<file path="config.mk">
export PLATFORM = sky130hd
export DESIGN_NAME = alu_rf_exec_unit
export DESIGN_NICKNAME = d
export VERILOG_FILES = /design/src/rtl/alu_rf_exec_unit.sv
export SDC_FILE = /design/constraint.sdc
export NUM_CORES = 2
export LEC_CHECK = 0
export ABC_AREA = 1
export BUFFER_PORTS_ARGS = -buffer_cell sky130_fd_sc_hd__buf_2
export CORE_MARGIN = 4
export CORE_UTILIZATION = 55
export CTS_BUF_LIST = sky130_fd_sc_hd__clkbuf_8
export DETAILED_ROUTE_END_ITERATION = 12
export PLACE_DENSITY = 0.75
export SETUP_SLACK_MARGIN = 0.4
export SLEW_MARGIN = 0
export SYNTH_ARGS = -nofsm -noshare
export SYNTH_HDL_FRONTEND = slang
export SYNTH_SLANG_ARGS = --single-unit
</file>
<file path="constraint.sdc">
create_clock -name Clk -period 7.5 [get_ports Clk]
set_clock_uncertainty 0.05 [all_clocks]
set_input_delay 0.75 -clock Clk [delete_from_list [all_inputs] [get_ports Clk]]
set_output_delay 0.75 -clock Clk [all_outputs]
set_load 0.01 [all_outputs]
</file>
<file path="src/rtl/alu_rf_exec_unit.sv">
// -----------------------------------------------------------------------------
// alu_rf_exec_unit
//
// Register file plus ARM-style data-processing ALU for the course datapath.
// One command is accepted per handshake and walks through IDLE -> EXEC -> WB,
// so a new command can be taken every third cycle. The register at PC_REG
// doubles as the program counter and advances by PC_STEP per accepted command.
//
// Ports:
//   Clk        rising-edge clock for all state
//   RESET      synchronous, active-high reset
//   cmd_valid  command present from the control unit
//   cmd_ready  high while the unit is idle and can take a command
//   cmd_op     ARM data-processing opcode (AND..MVN)
//   cmd_rn     first operand register index
//   cmd_rm     second operand register index
//   cmd_rd     destination register index
//   cmd_s      update NZCV when the command commits
//   pc_load    load the PC register from pc_in on this edge
//   pc_in      external PC value
//   res_valid  one-cycle pulse after a command commits
//   result     ALU result of the last completed command (held)
//   flags      {N,Z,C,V}
//   pc_out     current contents of the PC register
//   dbg_sel    debug register select
//   dbg_data   combinational read of register dbg_sel
// -----------------------------------------------------------------------------
module alu_rf_exec_unit #(
   parameter int WIDTH   = 32,
   parameter int NREGS   = 16,
   parameter int PC_REG  = NREGS - 1,
   parameter int PC_STEP = 4,
   localparam int AW     = $clog2(NREGS)
) (
   input  logic             Clk,
   input  logic             RESET,
   input  logic             cmd_valid,
   output logic             cmd_ready,
   input  logic [3:0]       cmd_op,
   input  logic [AW-1:0]    cmd_rn,
   input  logic [AW-1:0]    cmd_rm,
   input  logic [AW-1:0]    cmd_rd,
   input  logic             cmd_s,
   input  logic             pc_load,
   input  logic [WIDTH-1:0] pc_in,
   output logic             res_valid,
   output logic [WIDTH-1:0] result,
   output logic [3:0]       flags,
   output logic [WIDTH-1:0] pc_out,
   input  logic [AW-1:0]    dbg_sel,
   output logic [WIDTH-1:0] dbg_data
);

   localparam logic [1:0] IDLE = 2'd0;
   localparam logic [1:0] EXEC = 2'd1;
   localparam logic [1:0] WB   = 2'd2;

   localparam logic [AW-1:0] PC_IDX = AW'(PC_REG);

   logic [1:0]       state;
   logic [WIDTH-1:0] regs [NREGS];

   logic [3:0]       op_q;
   logic [AW-1:0]    rd_q;
   logic             s_q;
   logic             cin_q;
   logic [WIDTH-1:0] a_q;
   logic [WIDTH-1:0] b_q;
   logic [WIDTH-1:0] alu_q;
   logic [3:0]       nzcv_q;

   logic             accept;
   logic             is_test;
   logic             wb_write;

   logic [WIDTH-1:0] alu_res;
   logic [3:0]       nzcv_next;
   logic [WIDTH-1:0] add_x;
   logic [WIDTH-1:0] add_y;
   logic             add_cin;
   logic             arith;
   logic [WIDTH:0]   sum;

   assign cmd_ready = (state == IDLE);
   assign accept    = cmd_valid && cmd_ready;
   // TST/TEQ/CMP/CMN (opcodes 8..11) only ever affect flags
   assign is_test   = (op_q[3:2] == 2'b10);
   assign wb_write  = (state == WB) && !is_test;

   assign pc_out   = regs[PC_IDX];
   assign dbg_data = regs[dbg_sel];

   // Every add/subtract is folded into x + y + cin. Subtraction inverts the
   // subtrahend, so the adder carry-out is directly ARM's NOT-borrow C flag.
   always_comb begin
      add_x   = a_q;
      add_y   = b_q;
      add_cin = 1'b0;
      arith   = 1'b0;
      alu_res = '0;
      case (op_q)
         4'd0, 4'd8:  alu_res = a_q & b_q;
         4'd1, 4'd9:  alu_res = a_q ^ b_q;
         4'd12:       alu_res = a_q | b_q;
         4'd13:       alu_res = b_q;
         4'd14:       alu_res = a_q & ~b_q;
         4'd15:       alu_res = ~b_q;
         4'd2, 4'd10: begin add_y = ~b_q; add_cin = 1'b1;  arith = 1'b1; end
         4'd3:        begin add_x = b_q; add_y = ~a_q; add_cin = 1'b1; arith = 1'b1; end
         4'd4, 4'd11: begin arith = 1'b1; end
         4'd5:        begin add_cin = cin_q; arith = 1'b1; end
         4'd6:        begin add_y = ~b_q; add_cin = cin_q; arith = 1'b1; end
         4'd7:        begin add_x = b_q; add_y = ~a_q; add_cin = cin_q; arith = 1'b1; end
         default:     alu_res = '0;
      endcase
      sum = {1'b0, add_x} + {1'b0, add_y} + {{WIDTH{1'b0}}, add_cin};
      if (arith) begin
         alu_res = sum[WIDTH-1:0];
      end
      nzcv_next[3] = alu_res[WIDTH-1];
      nzcv_next[2] = (alu_res == '0);
      // Logical ops leave C and V exactly as they were
      nzcv_next[1] = arith ? sum[WIDTH] : flags[1];
      nzcv_next[0] = arith ? ((add_x[WIDTH-1] == add_y[WIDTH-1]) &&
                              (alu_res[WIDTH-1] != add_x[WIDTH-1])) : flags[0];
   end

   // Command sequencing: capture operands at accept, register the ALU output
   // in EXEC, and commit result/flags on the edge that leaves WB so res_valid
   // is high during the first IDLE cycle afterwards.
   always_ff @(posedge Clk) begin
      if (RESET) begin
         state     <= IDLE;
         op_q      <= '0;
         rd_q      <= '0;
         s_q       <= 1'b0;
         cin_q     <= 1'b0;
         a_q       <= '0;
         b_q       <= '0;
         alu_q     <= '0;
         nzcv_q    <= '0;
         res_valid <= 1'b0;
         result    <= '0;
         flags     <= '0;
      end else begin
         res_valid <= 1'b0;
         case (state)
            IDLE: begin
               if (accept) begin
                  op_q  <= cmd_op;
                  rd_q  <= cmd_rd;
                  s_q   <= cmd_s;
                  cin_q <= flags[1];
                  a_q   <= regs[cmd_rn];
                  b_q   <= regs[cmd_rm];
                  state <= EXEC;
               end
            end
            EXEC: begin
               alu_q  <= alu_res;
               nzcv_q <= nzcv_next;
               state  <= WB;
            end
            WB: begin
               result    <= alu_q;
               res_valid <= 1'b1;
               if (s_q) begin
                  flags <= nzcv_q;
               end
               state <= IDLE;
            end
            default: state <= IDLE;
         endcase
      end
   end

   // Register file. The PC register resolves its writers in priority order:
   // external load, then writeback, then the per-command auto-increment.
   // Accept and writeback never coincide because accept needs the IDLE state.
   always_ff @(posedge Clk) begin
      if (RESET) begin
         for (int i = 0; i < NREGS; i++) begin
            regs[AW'(i)] <= '0;
         end
      end else begin
         for (int i = 0; i < NREGS; i++) begin
            if (AW'(i) == PC_IDX) begin
               if (pc_load) begin
                  regs[AW'(i)] <= pc_in;
               end else if (wb_write && (rd_q == PC_IDX)) begin
                  regs[AW'(i)] <= alu_q;
               end else if (accept) begin
                  regs[AW'(i)] <= regs[AW'(i)] + WIDTH'(PC_STEP);
               end
            end else if (wb_write && (rd_q == AW'(i))) begin
               regs[AW'(i)] <= alu_q;
            end
         end
      end
   end

endmodule

</file>
==> flow_metrics.env <==
export IMPL_cts_tree="built"
export IMPL_post_dp_cell_area_sq_mm=0.0439
export IMPL_synth_top_area_cell="edfxtp_1"
export IMPL_cts_setup_buffers=0
export IMPL_row_count=101
export IMPL_syn_area_sq_mm=0.0427
export IMPL_rsz0062_at_grt="no"
export IMPL_slowest_stage="inv_1"
export IMPL_synth_top_cell_area_share=0.360
export IMPL_synthFlopType="edfxtp_1"
export IMPL_yosysSeqAreaShare=0.429
export IMPL_internal_power_uw=6510
export IMPL_tightest_slew_ns=1.26
export IMPL_outcome="finished, final reports clean"
export IMPL_htreeDepth=3
export IMPL_dp_hpwl_um=101000
export IMPL_total_leakage_power_uw=0.0187
export IMPL_vias_per_cell=6.39
export IMPL_ant_nets=0
export IMPL_finish_net_count=5763
export IMPL_die_w_um=287
export IMPL_cts_buffers=113
export IMPL_critPathLaunchType="flip-flop"
export IMPL_powerDensity_mw_per_mm2=210
export IMPL_setup_tns_final_ns=0
export IMPL_cts_sinks=660
export IMPL_cpPeakStageDelay_ns=0.80
export IMPL_slew_viol_final=0
export IMPL_cts_root_buf="clkbuf_8"
export IMPL_drc_errors=0
export IMPL_fin_ws_ns=2.42
export IMPL_synthTopCellsByCount="nand2_1 (973), nand3_1 (673), inv_1 (630), o21ai_0 (572), a21oi_1 (550)"
export IMPL_crit_type="reg -> reg"
export IMPL_initialDrtViolationCount=6685
export IMPL_insertion_delay_ns=0.78
export IMPL_clkPwrFrac=0.352
export IMPL_yosysUniqueCellTypes=45
export IMPL_synth_edf_count=512
export IMPL_synth_area_leaders="edfxtp_1 (36%), nand2_1 (8.6%), nand3_1 (7.9%)"
export IMPL_post_cts_resized=0
export IMPL_firstDrtPassIters=8
export IMPL_core_sq_mm=0.0765
export IMPL_antenna_found_initial=3
export IMPL_path_max_fanout=51
export IMPL_place_ws_ns=2.59
export IMPL_stdcell_area_sq_mm=0.0463
export IMPL_ys_ff_latch=660
export IMPL_clock_path_buffers=3
export IMPL_dieArea_sq_mm=0.0822
export IMPL_end_kind="flip-flop"
export IMPL_grt_pass1_vias=39800
export IMPL_switchingPower_uw=3190
export IMPL_routed_wl_um=167000
export IMPL_wl_per_cell_um=24.6
export IMPL_path_cells="nand2_1 > nor2_4 > buf_4 > nor2_1 > inv_1 > o221ai_1 > fa_1 > or2_2 > nand3_1 > nand3_1 > nor2_1 > nand3_1 > nor2_1 > nand2_1 > nor2_1 > nand3_1 > nor2_1 > nor2_1 > nor2_1"
export IMPL_syn_to_final_growth_pct=8.34
export IMPL_dieHeight_um=287
export IMPL_fmax_ghz=0.197
export IMPL_synth_most_common_cell="nand2_1"
export IMPL_irDropWorstVdd_v=0.000204
export IMPL_grt_ovfl_total=0
export IMPL_swShare=0.329
export IMPL_synth_nets=5866
export IMPL_port_buffer_count=158
export IMPL_setup_violations=0
export IMPL_async_flop_share=0
export IMPL_vias=43300
export IMPL_start_util=0.559
export IMPL_cts_hold_buf=0
export IMPL_worstHoldPathType="in -> reg"
export IMPL_final_min_clock_period_ns=5.08
export IMPL_finalHoldViolCount=0
export IMPL_p_seq_frac=0.444
export IMPL_relSlewSlack=0.158
export IMPL_gp_congestion=1.01
export IMPL_cp_required_ns=8.14
export IMPL_crit_top_cell="nor2_1"
export IMPL_grt_pass1_wl_um=246000
export IMPL_fin_crit_sh=0.677
export IMPL_track_usage=0.392
export IMPL_pin_count=159
export IMPL_postLayoutCoreUtil=0.605
export IMPL_grt_max_degree=245
export IMPL_synth_warning_count=0
export IMPL_synth_avg_cell_area_sq_um=7.44
export IMPL_syn_instance_count=5743
export IMPL_clk_pin_slew_ns=0.06
export IMPL_maxCapViolations=0
export IMPL_arrival_ns=5.72
export IMPL_drive_above_1_share=0.0798
export IMPL_combPwrFrac=0.204
[area by class of cell]
cell class                      count  area, sq um
Fill cell                        6988        30200
Multi-Input combinational cell   3970        20300
Sequential cell                   660        18300
Inverter                          659         2480
Clock buffer                      134         1840
Timing Repair Buffer              236         1530
Tap cell                         1030         1290
Clock inverter                     81          513
Antenna cell                        3         7.51
[placed cells by master (no fill, tap or decap), drive strengths merged, types with 2 or more instances in the layout]
cell,Yosys,routed
a211oi,5,5
a21oi,550,550
a22oi,11,11
a31oi,2,2
buf,96,233
bufinv,0,5
clkbuf,358,137
clkinv,19,52
clkinvlp,0,4
dfxtp,148,148
diode,0,3
edfxtp,512,512
fa,2,2
ha,64,64
inv,640,679
nand2,977,977
nand3,676,676
nand3b,6,6
nand4,31,31
nor2,507,507
nor3,20,20
nor4,2,2
o2111ai,7,7
o211ai,420,420
o21a,2,2
o21ai,574,574
o21bai,2,2
o221ai,55,55
o22ai,22,22
o32ai,2,2
or2,3,3
xor2,26,26
[power groups by stage]
stage / Clock (uW) / Sequential (uW) / Combinational (uW)
4_1_cts: 3420 / 4290 / 1930
2_1_floorplan: 0 / 4320 / 1280
3_3_place_gp: 0 / 4360 / 1890
5_1_grt: 3590 / 4320 / 2150
3_5_place_dp: 0 / 4370 / 1920
6_report: 3420 / 4300 / 1980
[cells by family (layout without fill, tap and decap cells)]
group                    count (synthesis)  count (layout)  synth area share
buffers and inverters                 1113            1110            0.0992
AO/OA/AOI/OAI                         1654            1654             0.226
XOR/XNOR                                26              26           0.00533
AND/OR/NAND/NOR                       2224            2224             0.220
adder cells (fa/ha/maj)                 66              66            0.0197
other                                    0               3                 0
flip-flops                             660             660             0.429
[critical path, delay by kind of cell (launching register included)]
family	cells	cell delay, ns
simple gates	15	2.25
buf+inv	2	1.28
fa+ha+maj	1	0.57
flops	1	0.48
compound gates	1	0.39
[stage by stage]
step,total power [uW],hold slack (ns),instances
4_1_cts,9640,0.164,6770
3_5_place_dp,6280,0.402,6555
2_1_floorplan,5600,0.380,5743
5_1_grt,10100,0.212,6772
6_report,9700,0.208,6773
3_3_place_gp,6250,0.402,6555
[per-layer routing]
layer	part of all wire	GRT usage	vias up
li1	-	-	19700
met5	0	0	-
met1	0.36	0.508	19700
met4	0.086	0.280	0
met3	0.13	0.0801	686
met2	0.42	0.588	3182
[registers in the layout (all words and copies together), names as in the netlist]
register / count
res_valid: 1
b_q: 32
flags: 4
rd_q: 4
cin_q: 1
nzcv_q: 3
result: 32
regs: 512
a_q: 32
alu_q: 32
s_q: 1
state: 2
op_q: 4
[path summary, 6_finish.rpt]
kind	start	endpoint	slack, ns	depth (start not counted)
worst min register to register	flags[3]	flags[3]	0.41	2
worst max-delay path	op_q[0]	nzcv_q[2]	2.42	19
worst min-delay path	cmd_rd[0]	rd_q[0]	0.21	3
worst max register to register	op_q[0]	nzcv_q[2]	2.42	19
No activity file was read; power rests on OpenSTA's default activity.
